<file path="src/rtl/spi_byte_xfer_ctrl_if.sv">
// Register-bus and launch-side signals of the SPI byte-exchange sequencer.
// master = sequencer side, slave = SPI master core plus message/launch logic.
interface spi_byte_xfer_ctrl_if #(
  parameter int DATA_WIDTH = 8
);
  logic                  start;
  logic                  I_TX_EN;
  logic [2:0]            I_WADDR;
  logic [DATA_WIDTH-1:0] I_WDATA;
  logic                  I_RX_EN;
  logic [2:0]            I_RADDR;
  logic [DATA_WIDTH-1:0] O_RDATA;
  logic [DATA_WIDTH-1:0] o_data;
  logic [DATA_WIDTH-1:0] i_data;
  logic                  is_sending;
  logic [7:0]            wr_index;

  modport master (
    input  start, O_RDATA, o_data,
    output I_TX_EN, I_WADDR, I_WDATA, I_RX_EN, I_RADDR, i_data, is_sending, wr_index
  );

  modport slave (
    output start, O_RDATA, o_data,
    input  I_TX_EN, I_WADDR, I_WDATA, I_RX_EN, I_RADDR, i_data, is_sending, wr_index
  );
endinterface

</file>
<file path="src/rtl/spi_byte_xfer_ctrl.sv">
// Sequencer performing one full-duplex byte exchange per request over the SPI master register bus.
// Optional poll watchdog is enabled by defining SPI_CTRL_TIMEOUT_EN.
module spi_byte_xfer_ctrl #(
  parameter int                    DATA_WIDTH  = 8,
  parameter logic [2:0]            ADDR_RXDATA = 3'd0,
  parameter logic [2:0]            ADDR_TXDATA = 3'd1,
  parameter logic [2:0]            ADDR_STATUS = 3'd2,
  parameter logic [2:0]            ADDR_SSMASK = 3'd4,
  parameter logic [DATA_WIDTH-1:0] SSMASK_VAL  = 8'h01,
  parameter int                    TRDY_BIT    = 6,
  parameter int                    RRDY_BIT    = 7,
  parameter int                    RD_LAT      = 1,
  parameter logic [15:0]           TIMEOUT     = 16'd50000
) (
  input  logic                 I_CLK,
  input  logic                 I_RESET,
  spi_byte_xfer_ctrl_if.master bus
);

  typedef enum logic [2:0] {
    S_INIT,
    S_IDLE,
    S_POLL_T,
    S_WRITE,
    S_POLL_R,
    S_READ,
    S_DONE
  } state_e;

  // Phase counter value on which read data issued at phase 0 is valid on O_RDATA.
  localparam logic [2:0] SAMPLE_CNT = 3'(RD_LAT + 1);

  state_e                state_q, state_d;
  logic [2:0]            cnt_q, cnt_d;
  logic                  tx_en_q, tx_en_d;
  logic [2:0]            waddr_q, waddr_d;
  logic [DATA_WIDTH-1:0] wdata_q, wdata_d;
  logic                  rx_en_q, rx_en_d;
  logic [2:0]            raddr_q, raddr_d;
  logic [DATA_WIDTH-1:0] i_data_q, i_data_d;
  logic                  is_sending_q, is_sending_d;
  logic [7:0]            wr_index_q, wr_index_d;
  logic                  poll_ok;

`ifdef SPI_CTRL_TIMEOUT_EN
  logic [15:0]           tmo_q, tmo_d;
`else
  logic [15:0]           unused_timeout;
  assign unused_timeout = TIMEOUT;
`endif

  assign poll_ok = (state_q == S_POLL_T) ? bus.O_RDATA[TRDY_BIT] : bus.O_RDATA[RRDY_BIT];

  always_comb begin
    // NOTE: every _d gets a default before the case so no path leaves one unassigned and no latch is inferred.
    state_d      = state_q;
    cnt_d        = cnt_q;
    tx_en_d      = 1'b0;
    waddr_d      = waddr_q;
    wdata_d      = wdata_q;
    rx_en_d      = 1'b0;
    raddr_d      = raddr_q;
    i_data_d     = i_data_q;
    is_sending_d = is_sending_q;
    wr_index_d   = wr_index_q;

    unique case (state_q)
      S_INIT: begin
        tx_en_d = 1'b1;
        waddr_d = ADDR_SSMASK;
        wdata_d = SSMASK_VAL;
        state_d = S_IDLE;
      end

      S_IDLE: begin
        if (bus.start) begin
          is_sending_d = 1'b1;
          cnt_d        = '0;
          state_d      = S_POLL_T;
        end
      end

      // Each poll: strobe at phase 0, test the ready bit RD_LAT+1 edges later, retry from phase 0.
      S_POLL_T, S_POLL_R: begin
        if (cnt_q == '0) begin
          rx_en_d = 1'b1;
          raddr_d = ADDR_STATUS;
          cnt_d   = 3'd1;
        end else if (cnt_q == SAMPLE_CNT) begin
          cnt_d = '0;
          if (poll_ok) begin
            state_d = (state_q == S_POLL_T) ? S_WRITE : S_READ;
          end
        end else begin
          cnt_d = cnt_q + 3'd1;
        end
      end

      S_WRITE: begin
        wdata_d = bus.o_data;
        tx_en_d = 1'b1;
        waddr_d = ADDR_TXDATA;
        cnt_d   = '0;
        state_d = S_POLL_R;
      end

      S_READ: begin
        if (cnt_q == '0) begin
          rx_en_d = 1'b1;
          raddr_d = ADDR_RXDATA;
          cnt_d   = 3'd1;
        end else if (cnt_q == SAMPLE_CNT) begin
          i_data_d = bus.O_RDATA;
          cnt_d    = '0;
          state_d  = S_DONE;
        end else begin
          cnt_d = cnt_q + 3'd1;
        end
      end

      S_DONE: begin
        wr_index_d   = wr_index_q + 8'd1;
        is_sending_d = 1'b0;
        state_d      = S_IDLE;
      end

      default: state_d = S_INIT;
    endcase

`ifdef SPI_CTRL_TIMEOUT_EN
    // Watchdog spans all retries of one poll phase; it is zero whenever a poll state is entered.
    tmo_d = '0;
    if (state_q == S_POLL_T || state_q == S_POLL_R) begin
      tmo_d = tmo_q + 16'd1;
      if (tmo_d == TIMEOUT) begin
        rx_en_d  = 1'b0;
        i_data_d = '1;
        cnt_d    = '0;
        tmo_d    = '0;
        state_d  = S_DONE;
      end
    end
`endif
  end

  // NOTE: sequential state uses <= so every flop samples the same pre-edge values.
  always_ff @(posedge I_CLK or posedge I_RESET) begin
    if (I_RESET) begin
      state_q      <= S_INIT;
      cnt_q        <= '0;
      tx_en_q      <= 1'b0;
      waddr_q      <= '0;
      wdata_q      <= '0;
      rx_en_q      <= 1'b0;
      raddr_q      <= '0;
      i_data_q     <= '0;
      is_sending_q <= 1'b0;
      wr_index_q   <= '0;
`ifdef SPI_CTRL_TIMEOUT_EN
      tmo_q        <= '0;
`endif
    end else begin
      state_q      <= state_d;
      cnt_q        <= cnt_d;
      tx_en_q      <= tx_en_d;
      waddr_q      <= waddr_d;
      wdata_q      <= wdata_d;
      rx_en_q      <= rx_en_d;
      raddr_q      <= raddr_d;
      i_data_q     <= i_data_d;
      is_sending_q <= is_sending_d;
      wr_index_q   <= wr_index_d;
`ifdef SPI_CTRL_TIMEOUT_EN
      tmo_q        <= tmo_d;
`endif
    end
  end

  assign bus.I_TX_EN    = tx_en_q;
  assign bus.I_WADDR    = waddr_q;
  assign bus.I_WDATA    = wdata_q;
  assign bus.I_RX_EN    = rx_en_q;
  assign bus.I_RADDR    = raddr_q;
  assign bus.i_data     = i_data_q;
  assign bus.is_sending = is_sending_q;
  assign bus.wr_index   = wr_index_q;

endmodule

</file>
<file path="src/flat_wrapper.sv">
// flat-port wrapper written by rule: the top's interface ports become plain ports
module spi_byte_xfer_ctrl_flat 
#(
  parameter int                    DATA_WIDTH  = 8,
  parameter logic [2:0]            ADDR_RXDATA = 3'd0,
  parameter logic [2:0]            ADDR_TXDATA = 3'd1,
  parameter logic [2:0]            ADDR_STATUS = 3'd2,
  parameter logic [2:0]            ADDR_SSMASK = 3'd4,
  parameter logic [DATA_WIDTH-1:0] SSMASK_VAL  = 8'h01,
  parameter int                    TRDY_BIT    = 6,
  parameter int                    RRDY_BIT    = 7,
  parameter int                    RD_LAT      = 1,
  parameter logic [15:0]           TIMEOUT     = 16'd50000
)
  (I_CLK, I_RESET, bus_start, bus_O_RDATA, bus_o_data, bus_I_TX_EN, bus_I_WADDR, bus_I_WDATA, bus_I_RX_EN, bus_I_RADDR, bus_i_data, bus_is_sending, bus_wr_index);
  spi_byte_xfer_ctrl_if #(.DATA_WIDTH(DATA_WIDTH)) bus_i ();
  input  logic I_CLK;
  input  logic I_RESET;
  input wire logic [$bits(bus_i.start)-1:0] bus_start;
  input wire logic [$bits(bus_i.O_RDATA)-1:0] bus_O_RDATA;
  input wire logic [$bits(bus_i.o_data)-1:0] bus_o_data;
  output wire logic [$bits(bus_i.I_TX_EN)-1:0] bus_I_TX_EN;
  output wire logic [$bits(bus_i.I_WADDR)-1:0] bus_I_WADDR;
  output wire logic [$bits(bus_i.I_WDATA)-1:0] bus_I_WDATA;
  output wire logic [$bits(bus_i.I_RX_EN)-1:0] bus_I_RX_EN;
  output wire logic [$bits(bus_i.I_RADDR)-1:0] bus_I_RADDR;
  output wire logic [$bits(bus_i.i_data)-1:0] bus_i_data;
  output wire logic [$bits(bus_i.is_sending)-1:0] bus_is_sending;
  output wire logic [$bits(bus_i.wr_index)-1:0] bus_wr_index;
  assign bus_i.start = bus_start;
  assign bus_i.O_RDATA = bus_O_RDATA;
  assign bus_i.o_data = bus_o_data;
  assign bus_I_TX_EN = bus_i.I_TX_EN;
  assign bus_I_WADDR = bus_i.I_WADDR;
  assign bus_I_WDATA = bus_i.I_WDATA;
  assign bus_I_RX_EN = bus_i.I_RX_EN;
  assign bus_I_RADDR = bus_i.I_RADDR;
  assign bus_i_data = bus_i.i_data;
  assign bus_is_sending = bus_i.is_sending;
  assign bus_wr_index = bus_i.wr_index;
  spi_byte_xfer_ctrl #(.DATA_WIDTH(DATA_WIDTH), .ADDR_RXDATA(ADDR_RXDATA), .ADDR_TXDATA(ADDR_TXDATA), .ADDR_STATUS(ADDR_STATUS), .ADDR_SSMASK(ADDR_SSMASK), .SSMASK_VAL(SSMASK_VAL), .TRDY_BIT(TRDY_BIT), .RRDY_BIT(RRDY_BIT), .RD_LAT(RD_LAT), .TIMEOUT(TIMEOUT)) u_core (.I_CLK(I_CLK), .I_RESET(I_RESET), .bus(bus_i));
endmodule
</file>
<file path="config.mk">
export PLATFORM = sky130hd
export DESIGN_NAME = spi_byte_xfer_ctrl_flat
export DESIGN_NICKNAME = d
export VERILOG_FILES = /design/src/rtl/spi_byte_xfer_ctrl_if.sv /design/src/rtl/spi_byte_xfer_ctrl.sv /design/src/flat_wrapper.sv
export SDC_FILE = /design/constraint.sdc
export NUM_CORES = 1
export LEC_CHECK = 0
export BUFFER_PORTS_ARGS = -buffer_cell sky130_fd_sc_hd__buf_2
export CAP_MARGIN = 0
export CORE_MARGIN = 8
export CORE_UTILIZATION = 50
export CTS_CLUSTER_SIZE = 12
export DETAILED_ROUTE_END_ITERATION = 10
export PLACE_DENSITY = 0.78
export SLEW_MARGIN = 15
export SYNTH_ARGS = -nofsm -noshare
export SYNTH_HDL_FRONTEND = slang
export SYNTH_SLANG_ARGS = --single-unit
</file>
<file path="constraint.sdc">
create_clock -name I_CLK -period 1.9 [get_ports I_CLK]
set_clock_uncertainty 0.1 [all_clocks]
set_input_delay 0.38 -clock I_CLK [delete_from_list [all_inputs] [get_ports I_CLK]]
set_output_delay 0.38 -clock I_CLK [all_outputs]
set_load 0.02 [all_outputs]
</file>
* Word-level counts from Yosys, hierarchy flattened
Index checks and enable logic that the tools add are counted. Widths: inputs -> output; s select.
Storage, ports and cells: flip-flop bits (word level) 39, bits in latches 0, memory bits (writable) 0, ROM bits 0, word-level logic and storage cells 66, memories 0
Cells by class: add/subtract/negate cells 2, $mul 0, divide/modulo/power cells 0, order comparisons 0, eq/ne operators 15, shifts and indexed selects 0, multiplexer cells 23, bitwise operators 1, reduce and logical (&&, ||, !) cells 15
Operators with widths (number):
- $mux 3 | 12
- $pmux 8 s2 | 1
- $pmux 3 s5 | 1
- $pmux 3 s2 | 2
- $ne 2x1->1 const B | 5
- $eq 3x2->1 const B | 3
- $eq 3x3->1 const B | 3
- $pmux 3 s3 | 1
- $add 8x1->8 const B | 1
- $logic_not 3->1 | 2
- $ne 2x2->1 const B | 3
- $reduce_and 3->1 | 2
- $reduce_and 6->1 | 1
- $reduce_bool 2->1 | 3
- $reduce_or 2->1 | 3
- $mux 1 | 5
- $reduce_and 2->1 | 2
- $add 3x1->3 const B | 1
- $eq 3x1->1 const B | 1
- $reduce_bool 3->1 | 1
- $reduce_or 3->1 | 1
- $pmux 1 s2 | 1
- $not 1->1 | 1

* Longest topological paths before layout
depth after elaboration 6, gate-level depth with buffers 6, gate-level depth less buffers 4

* Least setup slack after synthesis
Ideal clock, no wire load.
path type flip-flop to flip-flop, from register u_core.state_q[2], to register u_core.state_q[0], library setup time 0.125 ns, arrival time 1.335 ns, slack 0.341 ns, cell stages (with the launch flop) 6, clock period less this slack 1.559 ns, path through dfrtp_1 > buf_6 > nand2b_1 > o21a_1 > o22ai_1 > mux2_2
Between the ends: longest elaborated chain between the ends 4, elaborated cells between the ends (all ways) 18, those cells by class eq/ne (12); mux (2); reduce/logical (4)
Ends and longest elaborated chain:
- start: declaration | line spi_byte_xfer_ctrl.sv:33 | state_e state_q, state_d;
- start signal: assignment | line spi_byte_xfer_ctrl.sv:163 | state_q <= state_d;
- $eq 3x3->1 / $eq 3x2->1 (equally long branches) | line spi_byte_xfer_ctrl.sv:67, spi_byte_xfer_ctrl.sv:52
- $reduce_or 2->1 / $mux 1 (equally long branches) | line spi_byte_xfer_ctrl.sv:67, spi_byte_xfer_ctrl.sv:52
- $ne 2x1->1 (no source line) / $ne 2x2->1 (equally long branches)
- $reduce_and 6->1 (no source line)
Parallel ways exist; a longest one is shown, timed or not. A chain may end at the register's enable or synchronous reset.

* Final worst setup path
from register u_core.state_q[1], to register u_core.state_q[0]
The elaborated chain is that of the path after synthesis.

==> flow_metrics.env <==
export IMPL_status="complete, no violations"
export IMPL_hold_class="primary input to register"
export IMPL_clock_power_share_pct=12.6
export IMPL_dr_pass1_iters=4
export IMPL_place_inst=245
export IMPL_crit_buf_inv=0
export IMPL_path_class="register to register"
export IMPL_ant_nets=0
export IMPL_critPathMaxFanout=11
export IMPL_vdd_drop_max_mv=0.934
export IMPL_instances_no_fill=254
export IMPL_core_um2=3340
export IMPL_worstPathArrival_ns=1.91
export IMPL_comb_power_share_pct=48.2
export IMPL_power_density_nw_per_um2=1660
export IMPL_synthTopCellsByArea="dfrtp_1 52%, a22o_1 7.1%, mux2_1 5.2%, a21oi_1 2.6%, nand2_1 2.4%"
export IMPL_use_met2_pct=27.2
export IMPL_cp_data_required_time_ns=2.04
export IMPL_power_net_switching_w=0.00153
export IMPL_period_needed_ns=1.77
export IMPL_synth_edf_count=0
export IMPL_synth_most_common_cell="dfrtp_1"
export IMPL_routed_wl_um=4220
export IMPL_synth_top_area_cell="dfrtp_1"
export IMPL_p_sw_share_pct=44.4
export IMPL_clkSinkCount=36
export IMPL_die_area_um2=5600
export IMPL_htreeDepth=2
export IMPL_slowest_stage="dfrtp_1"
export IMPL_grt_max_degree=21
export IMPL_cap_violations=0
export IMPL_synth_seq_cells=36
export IMPL_drc_errors=0
export IMPL_gp_congestion=0.882
export IMPL_setup_violations_final=0
export IMPL_drive_above_1_share_pct=34.6
export IMPL_dp_hpwl_um=3180
export IMPL_cp_end_kind="register"
export IMPL_yosysUniqueCellTypes=39
export IMPL_report_final_slew_viol_count=0
export IMPL_start_kind="register"
export IMPL_finalCritPeriodShare_pct=93.3
export IMPL_nNetsFinal=227
export IMPL_die_width_um=74.8
export IMPL_cts_buffers=5
export IMPL_io_pins=52
export IMPL_r2r_cells=4
export IMPL_reg2reg_to="u_core.state_q[0]$_DFFE_PP0P_"
export IMPL_n_antenna_cell=0
export IMPL_r2r_start="u_core.state_q[1]$_DFFE_PP0P_"
export IMPL_synth_common_cells="36 x dfrtp_1, 14 x a22o_1, 11 x nand2_1, 9 x a21oi_1, 9 x nor2_1"
export IMPL_path_clk_slew_ns=0.11
export IMPL_grt_pass1_wl_um=6550
export IMPL_insertion_delay_ns=0.34
export IMPL_std_cell_rows=21
export IMPL_syn_inst=154
export IMPL_ys_seq_area_share_pct=52.1
export IMPL_cp_top_family="flip-flops"
export IMPL_antenna_found_initial=0
export IMPL_power_internal_w=0.00192
export IMPL_top_usage_layer="met2"
export IMPL_ff2ff_setup_slack_ns=0.13
export IMPL_clk_path_buf_depth=2
export IMPL_synthFlopType="dfrtp_1"
export IMPL_grt_total_usage_pct=15.4
export IMPL_die_h_um=74.8
export IMPL_min_to="u_core.bus.i_data[1]$_DFFE_PP0P_"
export IMPL_tns_ns=0
export IMPL_hold_viol=0
export IMPL_worst_path_largest_cell_delay_ns=0.60
export IMPL_syn_avg_cell_area_um2=11.2
export IMPL_hold_path_depth=2
export IMPL_area_growth_syn_to_layout_pct=19.8
export IMPL_met1_usage_pct=17.1
export IMPL_gr_total_overflow=0
export IMPL_drtIter0Drc=78
export IMPL_p_leak_nw=1.08
export IMPL_initial_utilization_pct=51.9
export IMPL_cts_tree="built"
export IMPL_synthArstFlopShare_pct=100
export IMPL_hold_start="bus_O_RDATA[1]"
export IMPL_syn_cell_area_um2=1730
export IMPL_cts_root_buffer="clkbuf_4"
export IMPL_max_freq_mhz=564
export IMPL_use_met3_pct=3.60
export IMPL_yosys_area_top_type_share_pct=52.1
export IMPL_grt_pass1_vias=1393
export IMPL_port_buffers=48
export IMPL_rsz0062_at_grt="false"
export IMPL_vias=1374
export IMPL_wl_per_cell_um=16.6
export IMPL_path_cells="nand2b_1 -> o21a_1 -> o22ai_1 -> mux2_2"
export IMPL_viasPerCell=5.41
export IMPL_yosys_warnings=0
export IMPL_seqPwrFrac_pct=39.1
flip-flops by register name, indices dropped and copies added, names as in the netlist:
| signal | count |
|---|---|
| u_core.bus.I_RADDR | 1 |
| u_core.bus.I_RX_EN | 1 |
| u_core.bus.I_TX_EN | 1 |
| u_core.bus.I_WADDR | 2 |
| u_core.bus.I_WDATA | 8 |
| u_core.bus.i_data | 8 |
| u_core.bus.is_sending | 1 |
| u_core.bus.wr_index | 8 |
| u_core.cnt_q | 3 |
| u_core.state_q | 3 |
per-layer routing:
layer  part of all wire, %  wire length, µm
met5                     0                0
met4                   1.7               72
met3                   4.6              193
met2                    55             2320
met1                    39             1630
worst max-delay path by stage:
stage	to	slack, ns	from	cells past startpoint
floorplan	u_core.state_q[0]$_DFFE_PP0P_	0.34	u_core.state_q[2]$_DFFE_PP0P_	5
global placement	u_core.bus.i_data[7]$_DFFE_PP0P_	0.24	u_core.state_q[1]$_DFFE_PP0P_	3
detailed placement	u_core.bus.i_data[0]$_DFFE_PP0P_	0.16	u_core.cnt_q[1]$_DFFE_PP0P_	3
CTS	u_core.bus.i_data[0]$_DFFE_PP0P_	0.14	u_core.cnt_q[1]$_DFFE_PP0P_	3
global route	u_core.bus.i_data[0]$_DFFE_PP0P_	0.02	u_core.state_q[1]$_DFFE_PP0P_	3
finish	u_core.state_q[0]$_DFFE_PP0P_	0.13	u_core.state_q[1]$_DFFE_PP0P_	4
kinds of logic (layout without fill, tap and decap cells):
kind of cell | count (synthesis) | after routing | share of synthesized area [%]
DFF | 36 | 36 | 52.1
buffers and inverters | 16 | 68 | 5.86
adders and majority gates | 1 | 1 | 0.723
and+or+nand+nor | 39 | 39 | 13.4
muxes | 10 | 10 | 6.51
other | 1 | 3 | 0.217
xor gates and xnor gates | 8 | 8 | 4.05
AOI/OAI and AO/OA | 43 | 43 | 17.2
cell usage in the layout, fill, tap and decap left out, types with 2 or more instances in the layout:
cell / n
clkbuf_4: 5
o22ai_1: 5
a21oi_1: 9
xnor2_1: 4
xor2_1: 4
buf_4: 7
nand4_1: 2
clkinv_2: 2
dfrtp_1: 36
nor2b_1: 2
nand2b_1: 4
a211oi_1: 2
inv_1: 3
a22o_1: 14
nor2_1: 9
nand2_1: 11
o221ai_1: 2
buf_2: 48
mux2_1: 8
o21ai_0: 7
and3_1: 2
mux2_2: 2
conb_1: 3
cell type report:
class                   instances  area, µm²
flip-flops and latches         36        901
inverters                       4       15.0
repair buffers                 56        303
fillers                       300       1260
well taps                      46       57.6
clock inverters                 2       10.0
multi-input cells             104        736
clock buffers                   6       51.3
stage by stage:
step | setup WS [ns] | hold WS [ns] | instance area [µm²] | utilization, % | total power, W
2_1_floorplan | 0.341 | 0.415 | 1740 | - | 0.00249
3_3_place_gp | 0.237 | 0.325 | 2000 | 60.0 | 0.00293
3_5_place_dp | 0.163 | 0.333 | 2000 | 60.0 | 0.00301
4_1_cts | 0.138 | 0.140 | 2070 | 62.1 | 0.00346
5_1_grt | 0.0183 | 0.148 | 2070 | 62.1 | 0.00366
6_report | 0.128 | 0.146 | 2070 | 62.1 | 0.00345
power by group through the flow:
| stage | clock network [W] | logic, W | registers [W] |
|---|---|---|---|
| final | 0.000436 | 0.00166 | 0.00135 |
| after global routing | 0.000470 | 0.00179 | 0.00140 |
| after CTS | 0.000441 | 0.00167 | 0.00135 |
| after detailed placement | 0 | 0.00165 | 0.00137 |
| after global placement | 0 | 0.00160 | 0.00133 |
| after floorplan | 0 | 0.000937 | 0.00156 |
timing repair:
action	4_1_cts	5_1_grt
endpoints found under the hold margin	36	0
setup buffers	0	0
hold buffers	1	0
gates resized for setup	0	0
(Power assumes the default switching activity.)
